File: config.mk
export PLATFORM = sky130hd
export DESIGN_NAME = cpu_control_fsm
export DESIGN_NICKNAME = d
export VERILOG_FILES = /design/src/rtl/cpu_control_fsm.sv
export SDC_FILE = /design/constraint.sdc
export NUM_CORES = 1
export LEC_CHECK = 0
export CAP_MARGIN = 25
export CORE_ASPECT_RATIO = 2
export CORE_MARGIN = 2
export CORE_UTILIZATION = 49
export DETAILED_ROUTE_END_ITERATION = 8
export PLACE_DENSITY = 0.8
export RECOVER_POWER = 50
export SYNTH_ARGS = -nofsm -noshare
export SYNTH_HDL_FRONTEND = slang
export SYNTH_SLANG_ARGS = --single-unit
File: constraint.sdc
create_clock -name clk -period 2.32 [get_ports clk]
set_input_delay 0.696 -clock clk [delete_from_list [all_inputs] [get_ports clk]]
set_output_delay 0.696 -clock clk [all_outputs]
set_load 0.005 [all_outputs]
File: src/rtl/cpu_control_fsm.sv
// Multi-cycle LEGv8 control sequencer.
// Steps FETCH -> DECODE -> EXEC -> (MEM) -> (WB) once per instruction, with a
// data-memory wait handshake and timeout, sticky HALT/FAULT states and a
// retired-instruction counter. Control outputs are decoded from the current
// state and the opcode class captured in FETCH; the few that must react in
// the same cycle (ir_load, branch pc_src, STUR retire) also look at the
// qualifying input.
module cpu_control_fsm #(
   parameter int MEM_TIMEOUT = 8,
   parameter int CNT_W       = 4,
   parameter int RETIRE_W    = 16
) (
   input  logic                clk,
   input  logic                reset,
   input  logic [10:0]         inst31_21,
   input  logic                inst_valid,
   input  logic                mem_ready,
   input  logic                zero,
   output logic                ir_load,
   output logic                pc_write,
   output logic [1:0]          pc_src,
   output logic                Reg2Loc,
   output logic [1:0]          ALUOp,
   output logic [1:0]          ALUSrc,
   output logic                MemRead,
   output logic                MemWrite,
   output logic                MemtoReg,
   output logic                RegWrite,
   output logic                halted,
   output logic                illegal_op,
   output logic                mem_fault,
   output logic [2:0]          state,
   output logic [RETIRE_W-1:0] instr_count
);

   typedef enum logic [2:0] {
      S_FETCH  = 3'd0,
      S_DECODE = 3'd1,
      S_EXEC   = 3'd2,
      S_MEM    = 3'd3,
      S_WB     = 3'd4,
      S_HALT   = 3'd5,
      S_FAULT  = 3'd6
   } state_t;

   typedef enum logic [3:0] {
      C_ILLEGAL = 4'd0,
      C_LDUR    = 4'd1,
      C_STUR    = 4'd2,
      C_RTYPE   = 4'd3,
      C_ADDI    = 4'd4,
      C_CBZ     = 4'd5,
      C_CBNZ    = 4'd6,
      C_B       = 4'd7,
      C_HALT    = 4'd8
   } op_class_t;

   localparam logic [CNT_W-1:0] LP_WAIT_LAST = CNT_W'(MEM_TIMEOUT - 1);

   state_t              r_state;
   op_class_t           r_class;
   op_class_t           w_class;
   logic [CNT_W-1:0]    r_wait;
   logic                r_illegal;
   logic                r_mem_fault;
   logic [RETIRE_W-1:0] r_count;
   logic                w_is_branch;

   // Classify the incoming opcode field; only consumed in FETCH.
   always_comb begin
      casez (inst31_21)
         11'b11111000010: w_class = C_LDUR;
         11'b11111000000: w_class = C_STUR;
         11'b10001011000,
         11'b11001011000,
         11'b10001010000,
         11'b10101010000: w_class = C_RTYPE;
         11'b1001000100?: w_class = C_ADDI;
         11'b10110100???: w_class = C_CBZ;
         11'b10110101???: w_class = C_CBNZ;
         11'b000101?????: w_class = C_B;
         11'b11111111111: w_class = C_HALT;
         default:         w_class = C_ILLEGAL;
      endcase
   end

   assign w_is_branch = (r_class == C_B) || (r_class == C_CBZ) || (r_class == C_CBNZ);

   // Sequencer: state, latched class, MEM wait counter, sticky flags, retire count.
   always_ff @(posedge clk or posedge reset) begin
      if (reset) begin
         r_state     <= S_FETCH;
         r_class     <= C_ILLEGAL;
         r_wait      <= '0;
         r_illegal   <= 1'b0;
         r_mem_fault <= 1'b0;
         r_count     <= '0;
      end else begin
         // NOTE: non-blocking assignments keep every register here reading the
         // pre-edge values, so statement order inside this block cannot matter.
         if (pc_write) r_count <= r_count + 1'b1;

         case (r_state)
            S_FETCH: begin
               if (inst_valid) begin
                  r_class <= w_class;
                  r_state <= S_DECODE;
               end
            end
            S_DECODE: begin
               if (r_class == C_ILLEGAL) begin
                  r_illegal <= 1'b1;
                  r_state   <= S_FAULT;
               end else if (r_class == C_HALT) begin
                  r_state <= S_HALT;
               end else begin
                  r_state <= S_EXEC;
               end
            end
            S_EXEC: begin
               if (w_is_branch) begin
                  r_state <= S_FETCH;
               end else if ((r_class == C_LDUR) || (r_class == C_STUR)) begin
                  r_wait  <= '0;
                  r_state <= S_MEM;
               end else begin
                  r_state <= S_WB;
               end
            end
            S_MEM: begin
               // A ready in the final allowed cycle still completes the access.
               if (mem_ready) begin
                  r_state <= (r_class == C_LDUR) ? S_WB : S_FETCH;
               end else if (r_wait == LP_WAIT_LAST) begin
                  r_mem_fault <= 1'b1;
                  r_state     <= S_FAULT;
               end else begin
                  r_wait <= r_wait + 1'b1;
               end
            end
            S_WB:    r_state <= S_FETCH;
            S_HALT:  r_state <= S_HALT;
            S_FAULT: r_state <= S_FAULT;
            default: r_state <= S_FETCH;
         endcase
      end
   end

   // Datapath controls decoded from state and the latched opcode class.
   always_comb begin
      // NOTE: every output gets a default first so no path leaves one
      // unassigned, which would otherwise infer a latch.
      ir_load  = 1'b0;
      pc_write = 1'b0;
      pc_src   = 2'b00;
      Reg2Loc  = 1'b0;
      ALUOp    = 2'b00;
      ALUSrc   = 2'b00;
      MemRead  = 1'b0;
      MemWrite = 1'b0;
      MemtoReg = 1'b0;
      RegWrite = 1'b0;
      halted   = 1'b0;

      if ((r_state == S_DECODE) || (r_state == S_EXEC) ||
          (r_state == S_MEM) || (r_state == S_WB)) begin
         case (r_class)
            C_LDUR:  begin Reg2Loc = 1'b0; ALUOp = 2'b00; ALUSrc = 2'b01; end
            C_STUR:  begin Reg2Loc = 1'b1; ALUOp = 2'b00; ALUSrc = 2'b01; end
            C_RTYPE: begin Reg2Loc = 1'b0; ALUOp = 2'b10; ALUSrc = 2'b00; end
            C_ADDI:  begin Reg2Loc = 1'b0; ALUOp = 2'b10; ALUSrc = 2'b10; end
            C_CBZ,
            C_CBNZ:  begin Reg2Loc = 1'b1; ALUOp = 2'b01; ALUSrc = 2'b00; end
            default: begin Reg2Loc = 1'b0; ALUOp = 2'b00; ALUSrc = 2'b00; end
         endcase
      end

      case (r_state)
         S_FETCH: ir_load = inst_valid;
         S_EXEC: begin
            if (r_class == C_B) begin
               pc_write = 1'b1;
               pc_src   = 2'b10;
            end else if (r_class == C_CBZ) begin
               pc_write = 1'b1;
               pc_src   = zero ? 2'b01 : 2'b00;
            end else if (r_class == C_CBNZ) begin
               pc_write = 1'b1;
               pc_src   = zero ? 2'b00 : 2'b01;
            end
         end
         S_MEM: begin
            MemRead  = (r_class == C_LDUR);
            MemWrite = (r_class == C_STUR);
            pc_write = (r_class == C_STUR) && mem_ready;
         end
         S_WB: begin
            RegWrite = 1'b1;
            MemtoReg = (r_class == C_LDUR);
            pc_write = 1'b1;
         end
         S_HALT,
         S_FAULT: halted = 1'b1;
         default: ;
      endcase
   end

   assign state       = r_state;
   assign illegal_op  = r_illegal;
   assign mem_fault   = r_mem_fault;
   assign instr_count = r_count;

endmodule

## Yosys cells after proc, flatten, opt, wreduce, memory -nomap -nowiden

Index checks and enable logic that the tools add are counted.

| cells by class | value |
|---|---|
| add/subtract/negate cells | 2 |
| $mul | 0 |
| divide/modulo/power cells | 0 |
| magnitude comparators | 0 |
| equality and inequality tests | 32 |
| shift-type cells | 0 |
| multiplexer cells | 37 |
| bitwise gates (word level) | 1 |
| reduce and logical (&&, ||, !) cells | 21 |

Operators by type and width:

| kind | number |
|---|---|
| $eq 11x11->1 const B | 7 |
| $pmux 4 s8 | 1 |
| $mux 3 | 8 |
| $eq 4x3->1 const B | 5 |
| $pmux 3 s6 | 1 |
| $add 16x1->16 const B | 1 |
| $eq 8x8->1 const B | 2 |
| $mux 4 | 4 |
| $mux 1 | 15 |
| $eq 10x10->1 const B | 1 |
| $ne 2x2->1 const B | 5 |
| $eq 3x3->1 const B | 3 |
| $eq 4x2->1 const B | 2 |
| $mux 2 | 4 |
| $pmux 2 s2 | 2 |
| $pmux 4 s2 | 1 |
| $reduce_or 2->1 | 4 |
| $eq 3x2->1 const B | 2 |
| $eq 6x3->1 const B | 1 |
| $logic_or 1x1->1 | 6 |
| $reduce_and 2->1 | 3 |
| $reduce_and 5->1 | 1 |
| $add 4x1->4 const B | 1 |
| $eq 4x1->1 const B | 1 |
| other kinds (12) | 12 |

| storage, ports and cells | value |
|---|---|
| register bits | 29 |
| bits in latches | 0 |
| memory bits (writable) | 0 |
| ROM bits | 0 |
| input port bits | 16 |
| output and inout bits | 35 |
| logic and storage cells | 99 |
| memories kept | 0 |

## Logic depth before layout (Yosys ltp)

| logic depth | value |
|---|---|
| depth after elaboration | 5 |
| depth in mapped cells | 6 |
| gate-level depth less buffers | 5 |

## Worst setup path after synthesis

Ideal clock, no wire load.

| path | value |
|---|---|
| path kind | register -> output |
| from | reg r_class[2] |
| to | out MemRead |
| arrival time | 1.296 ns |
| data required time | 1.624 ns |
| path slack | 0.328 ns |
| stages on the path, launching flop included | 4 |
| buffers on the path | 1 |
| path through | dfrtp_1 buf_2 or4b_2 nor2_1 |

| on the way | value |
|---|---|
| word-level cells in the longest chain between the ends | 2 |

RTL lines:

| what | RTL line | source |
|---|---|---|
| from (decl) | 61 | `op_class_t r_class;` |
| from (signal assigned) | 106 | `r_class <= w_class;` |
| $eq 4x1->1 | 193 | `MemRead = (r_class == C_LDUR);` |
| $mux 1 | 178 | `case (r_state)` |
| to (decl) | 25 | `output logic MemRead,` |

Every way passes these cells.

## Final worst setup path

| path | value |
|---|---|
| from | reg r_state[0], in the netlist state[0] |
| to | out ALUSrc[1] |

| on the way | value |
|---|---|
| word-level cells in the longest chain between the ends | 5 |

RTL lines:

| what | RTL line | source |
|---|---|---|
| from (decl) | 60 | `state_t r_state;` |
| from (signal assigned) | 133 | `r_state <= (r_class == C_LDUR) ? S_WB : S_FETCH;` |
| $eq 3x1->1 / $eq 3x2->1 (equally long branches) | 165 | `if ((r_state == S_DECODE) \|\| (r_state == S_EXEC) \|\|` |
| $logic_or 1x1->1 (2 in a row) | 165 |  |
| $logic_or 1x1->1 * | 166 | `(r_state == S_MEM) \|\| (r_state == S_WB)) begin` |
| $mux 2 * | 165 |  |
| to (decl) | 24 | `output logic [1:0] ALUSrc,` |

Mark *: on every way between the ends. The rest lies on a longest branch, timed or not.

==> summary.md <==
| Metric | Value |
|---|---|
| Core Area | `0.00384 sq mm` |
| Drt total wl | `8260 microns` |
| Syn nets | `223` |
| Critical path class | `reg -> out` |
| Post-synthesis average cell area | `9.50 sq um` |
| Gate Count Post-Synth | `205` |
| Global-route wire length before repair | `10600 microns` |
| Synth-to-layout area growth | `65.2%` |
| Dpl ws | `-0.325 ns` |
| Root buf cell | `clkbuf_8` |
| Hold path depth | `1` |
| Maxcap violations | `0` |
| WHS | `0.492 ns` |
| EDFF count, synth | `0` |
| R2R depth | `15` |
| Fraction of the cycle the final worst path needs | `1.10` |
| Post-Syn Area | `0.00195 sq mm` |
| Failing checks | `setup timing` |
| Critical R2R Launch | `state[1]` |
| Clk buf depth | `2` |
| Outcome | `complete, but fails checks` |
| Crit Path Max Fanout | `3` |
| Hold path endpoint | `instr_count[15]` |
| Post-DRT Antenna Nets | `0` |
| CTS HTree Levels | `2` |
| DRC | `0` |
| Clk sinks | `29` |
| Yosys Warn Count | `0` |
| Synthesis-stage register bit count | `29` |
| Top_reg_cell synth | `dfrtp_1` |
| Worst-Skew Late Latency | `0.30 ns` |
| Shortest period the worst path allows | `2.55 ns` |
| Die span in y | `93.1 microns` |
| Pwr/cell area | `1270 mW/mm^2` |
| Leak | `1.40 nW` |
| R2R setup slack | `-0.19 ns` |
| Layout Cells excl Fill | `371` |
| GRT Total Usage | `0.312` |
| Synth async-reset ratio | `1.00` |
| Library cells used by synthesis | `55` |
| Max Slew Vio Count | `0` |
| Io pins | `51` |
| Inst Count DP | `327` |
| WL/cell | `22.3 microns` |
| Final Wtd Congestion | `0.879` |
| Tightest Hold Check Type | `reg -> reg` |
| Die X-Extent | `48.6 microns` |
| Final setup viols | `9` |
| Reg2reg end | `instr_count[1]` |
| Std cell rows | `32` |
| Max_slew headroom | `0.496` |
| Peak supply drop | `0.931 mV` |
| Initial antenna violation count | `0` |
| Seq/Total Area, Yosys | `0.373` |
| Vias | `2327` |
| ANT cells | `0` |
| Setup crit start kind | `flip-flop` |
| Slack of the critical path | `-0.232 ns` |
| HP Start | `instr_count[15]` |
| Hold_buf cts | `0` |
| Layout cells sized above 1 | `0.384` |
| First-pass iteration count of the detailed router | `5` |
| Die footprint | `0.00452 sq mm` |
| Total gr overflow | `0` |
| Slew @ Worst Pin | `0.756 ns` |
| Fmax | `392 MHz` |
| Placed cell area | `0.00267 sq mm` |
| Design area | `0.00322 sq mm` |
| Vias in the first global route | `2271` |
| RSZ-0062 raised after global routing | `yes` |
| Setup Skew | `0.0103 ns` |
| CTS tree | `built` |
| TritonCTS Buffers | `5` |
| Final net count | `337` |
| CP Data Arrival Time | `1.86 ns` |
| PortBufs | `50` |
| Final hold violations | `0` |
| Largest net degree at the start of global routing | `30` |
| Avg Vias per Cell | `6.27` |
| Initial core utilization | `0.507` |
| CP endpoint kind | `primary output` |
| Power Total | `4.08 mW` |
| Initial DRC Count | `144` |
| Post-DP HPWL | `4090 microns` |
| WP data required | `1.62 ns` |
| Clock-pin slew on the worst setup and hold paths | `0.08 ns` |
==> layout make-up <==
type	count	area, sq um
Inverter	8	30.0
Clock buffer	6	82.6
Sequential cell	29	728
Timing Repair Buffer	118	1040
Clock inverter	2	37.5
Tap cell	51	63.8
Multi-Input combinational cell	157	1230
Fill cell	215	627
==> cells in the final DEF (no fill, tap or decap), types with 8 or more instances in the layout <==
cell type and count:
buf_4 47, clkdlybuf4s50_1 33, dfrtp_1 27, buf_6 20
xor2_1 17, nand2_1 15, a21oi_1 12, nand3_1 11
nor2_1 10, inv_1 8, clkbuf_2 8
==> report_power, final <==
part | internal [mW] | switching (mW) | total, mW
clock | 0.349 | 0.224 | 0.573
sequential | 0.688 | 0.257 | 0.944
combinational | 1.37 | 1.20 | 2.56
total | 2.41 | 1.68 | 4.08
==> per-stage QoR <==
step	setup TNS, ns	util
2_1_floorplan	0	-
3_3_place_gp	-0.951	0.695
3_5_place_dp	-1.13	0.695
4_1_cts	-0.573	0.799
5_1_grt	-1.28	0.837
6_report	-0.885	0.837
==> cells by family after synthesis <==
family / Yosys count / synth area share
simple gates: 91 / 0.282
compound gates: 41 / 0.170
flops: 29 / 0.373
xor+xnor: 21 / 0.0945
buf+inv: 19 / 0.0572
mux: 2 / 0.0109
fa+ha+maj: 2 / 0.0129
==> state kept, by name (all words and copies together) (netlist names) <==
register and cells:
r_wait 4, r_class 4, instr_count 16, state 3
illegal_op 1, mem_fault 1
==> Yosys cell counts, types with 2 or more instances <==
| master | n | area share |
|---|---|---|
| nand3b_1 | 6 | 0.023 |
| buf_6 | 2 | 0.012 |
| inv_1 | 8 | 0.015 |
| nand2_1 | 19 | 0.037 |
| and4_1 | 3 | 0.013 |
| xor2_1 | 20 | 0.090 |
| a211oi_1 | 4 | 0.015 |
| or4_1 | 2 | 0.0077 |
| buf_2 | 4 | 0.010 |
| a211oi_2 | 3 | 0.019 |
| nand3_1 | 11 | 0.028 |
| ha_1 | 2 | 0.013 |
| o211ai_1 | 2 | 0.0077 |
| nor4bb_1 | 2 | 0.010 |
| nor3_1 | 2 | 0.0051 |
| nand4_1 | 5 | 0.016 |
| nand2b_1 | 3 | 0.0096 |
| o22a_1 | 2 | 0.0090 |
| a31oi_1 | 2 | 0.0064 |
| buf_4 | 2 | 0.0077 |
| o31ai_1 | 2 | 0.0077 |
| or3_1 | 2 | 0.0064 |
| a21oi_1 | 13 | 0.033 |
| nor2_1 | 16 | 0.031 |
| dfrtp_1 | 29 | 0.37 |
| o21ai_0 | 4 | 0.010 |
| and3_1 | 6 | 0.019 |
| nor2b_1 | 2 | 0.0064 |
==> per-layer routing <==
layer,vias up,global-route usage,wire (microns)
met3,58,0.0591,449
li1,972,-,-
met1,1135,0.285,2680
met5,-,0,0
met4,0,0.221,587
met2,162,0.598,4550
==> worst max path at each step <==
stage                end  slack [ns]       start
2_1_floorplan    MemRead        0.33  r_class[2]
3_3_place_gp    pc_write       -0.31   mem_ready
3_5_place_dp    pc_write       -0.32   mem_ready
4_1_cts        ALUSrc[1]       -0.21    state[1]
5_1_grt        ALUSrc[1]       -0.27    state[2]
6_report       ALUSrc[1]       -0.23    state[0]
==> critical path: stages (launching register included) <==
cell             delay (ns)
dfrtp_1                0.44
nor2_4                 0.17
xor2_2                 0.12
nor2_2                 0.13
and3_1                 0.19
clkdlybuf4s50_1        0.51
==> what timing repair did <==
| action | in CTS | in global routing |
|---|---|---|
| buffers inserted | 27 | 13 |
| resized for setup | 44 | 52 |
| pin swaps | 10 | 15 |
| setup endpoints to repair | 14 | 16 |
No activity file was read; power rests on OpenSTA's default activity.
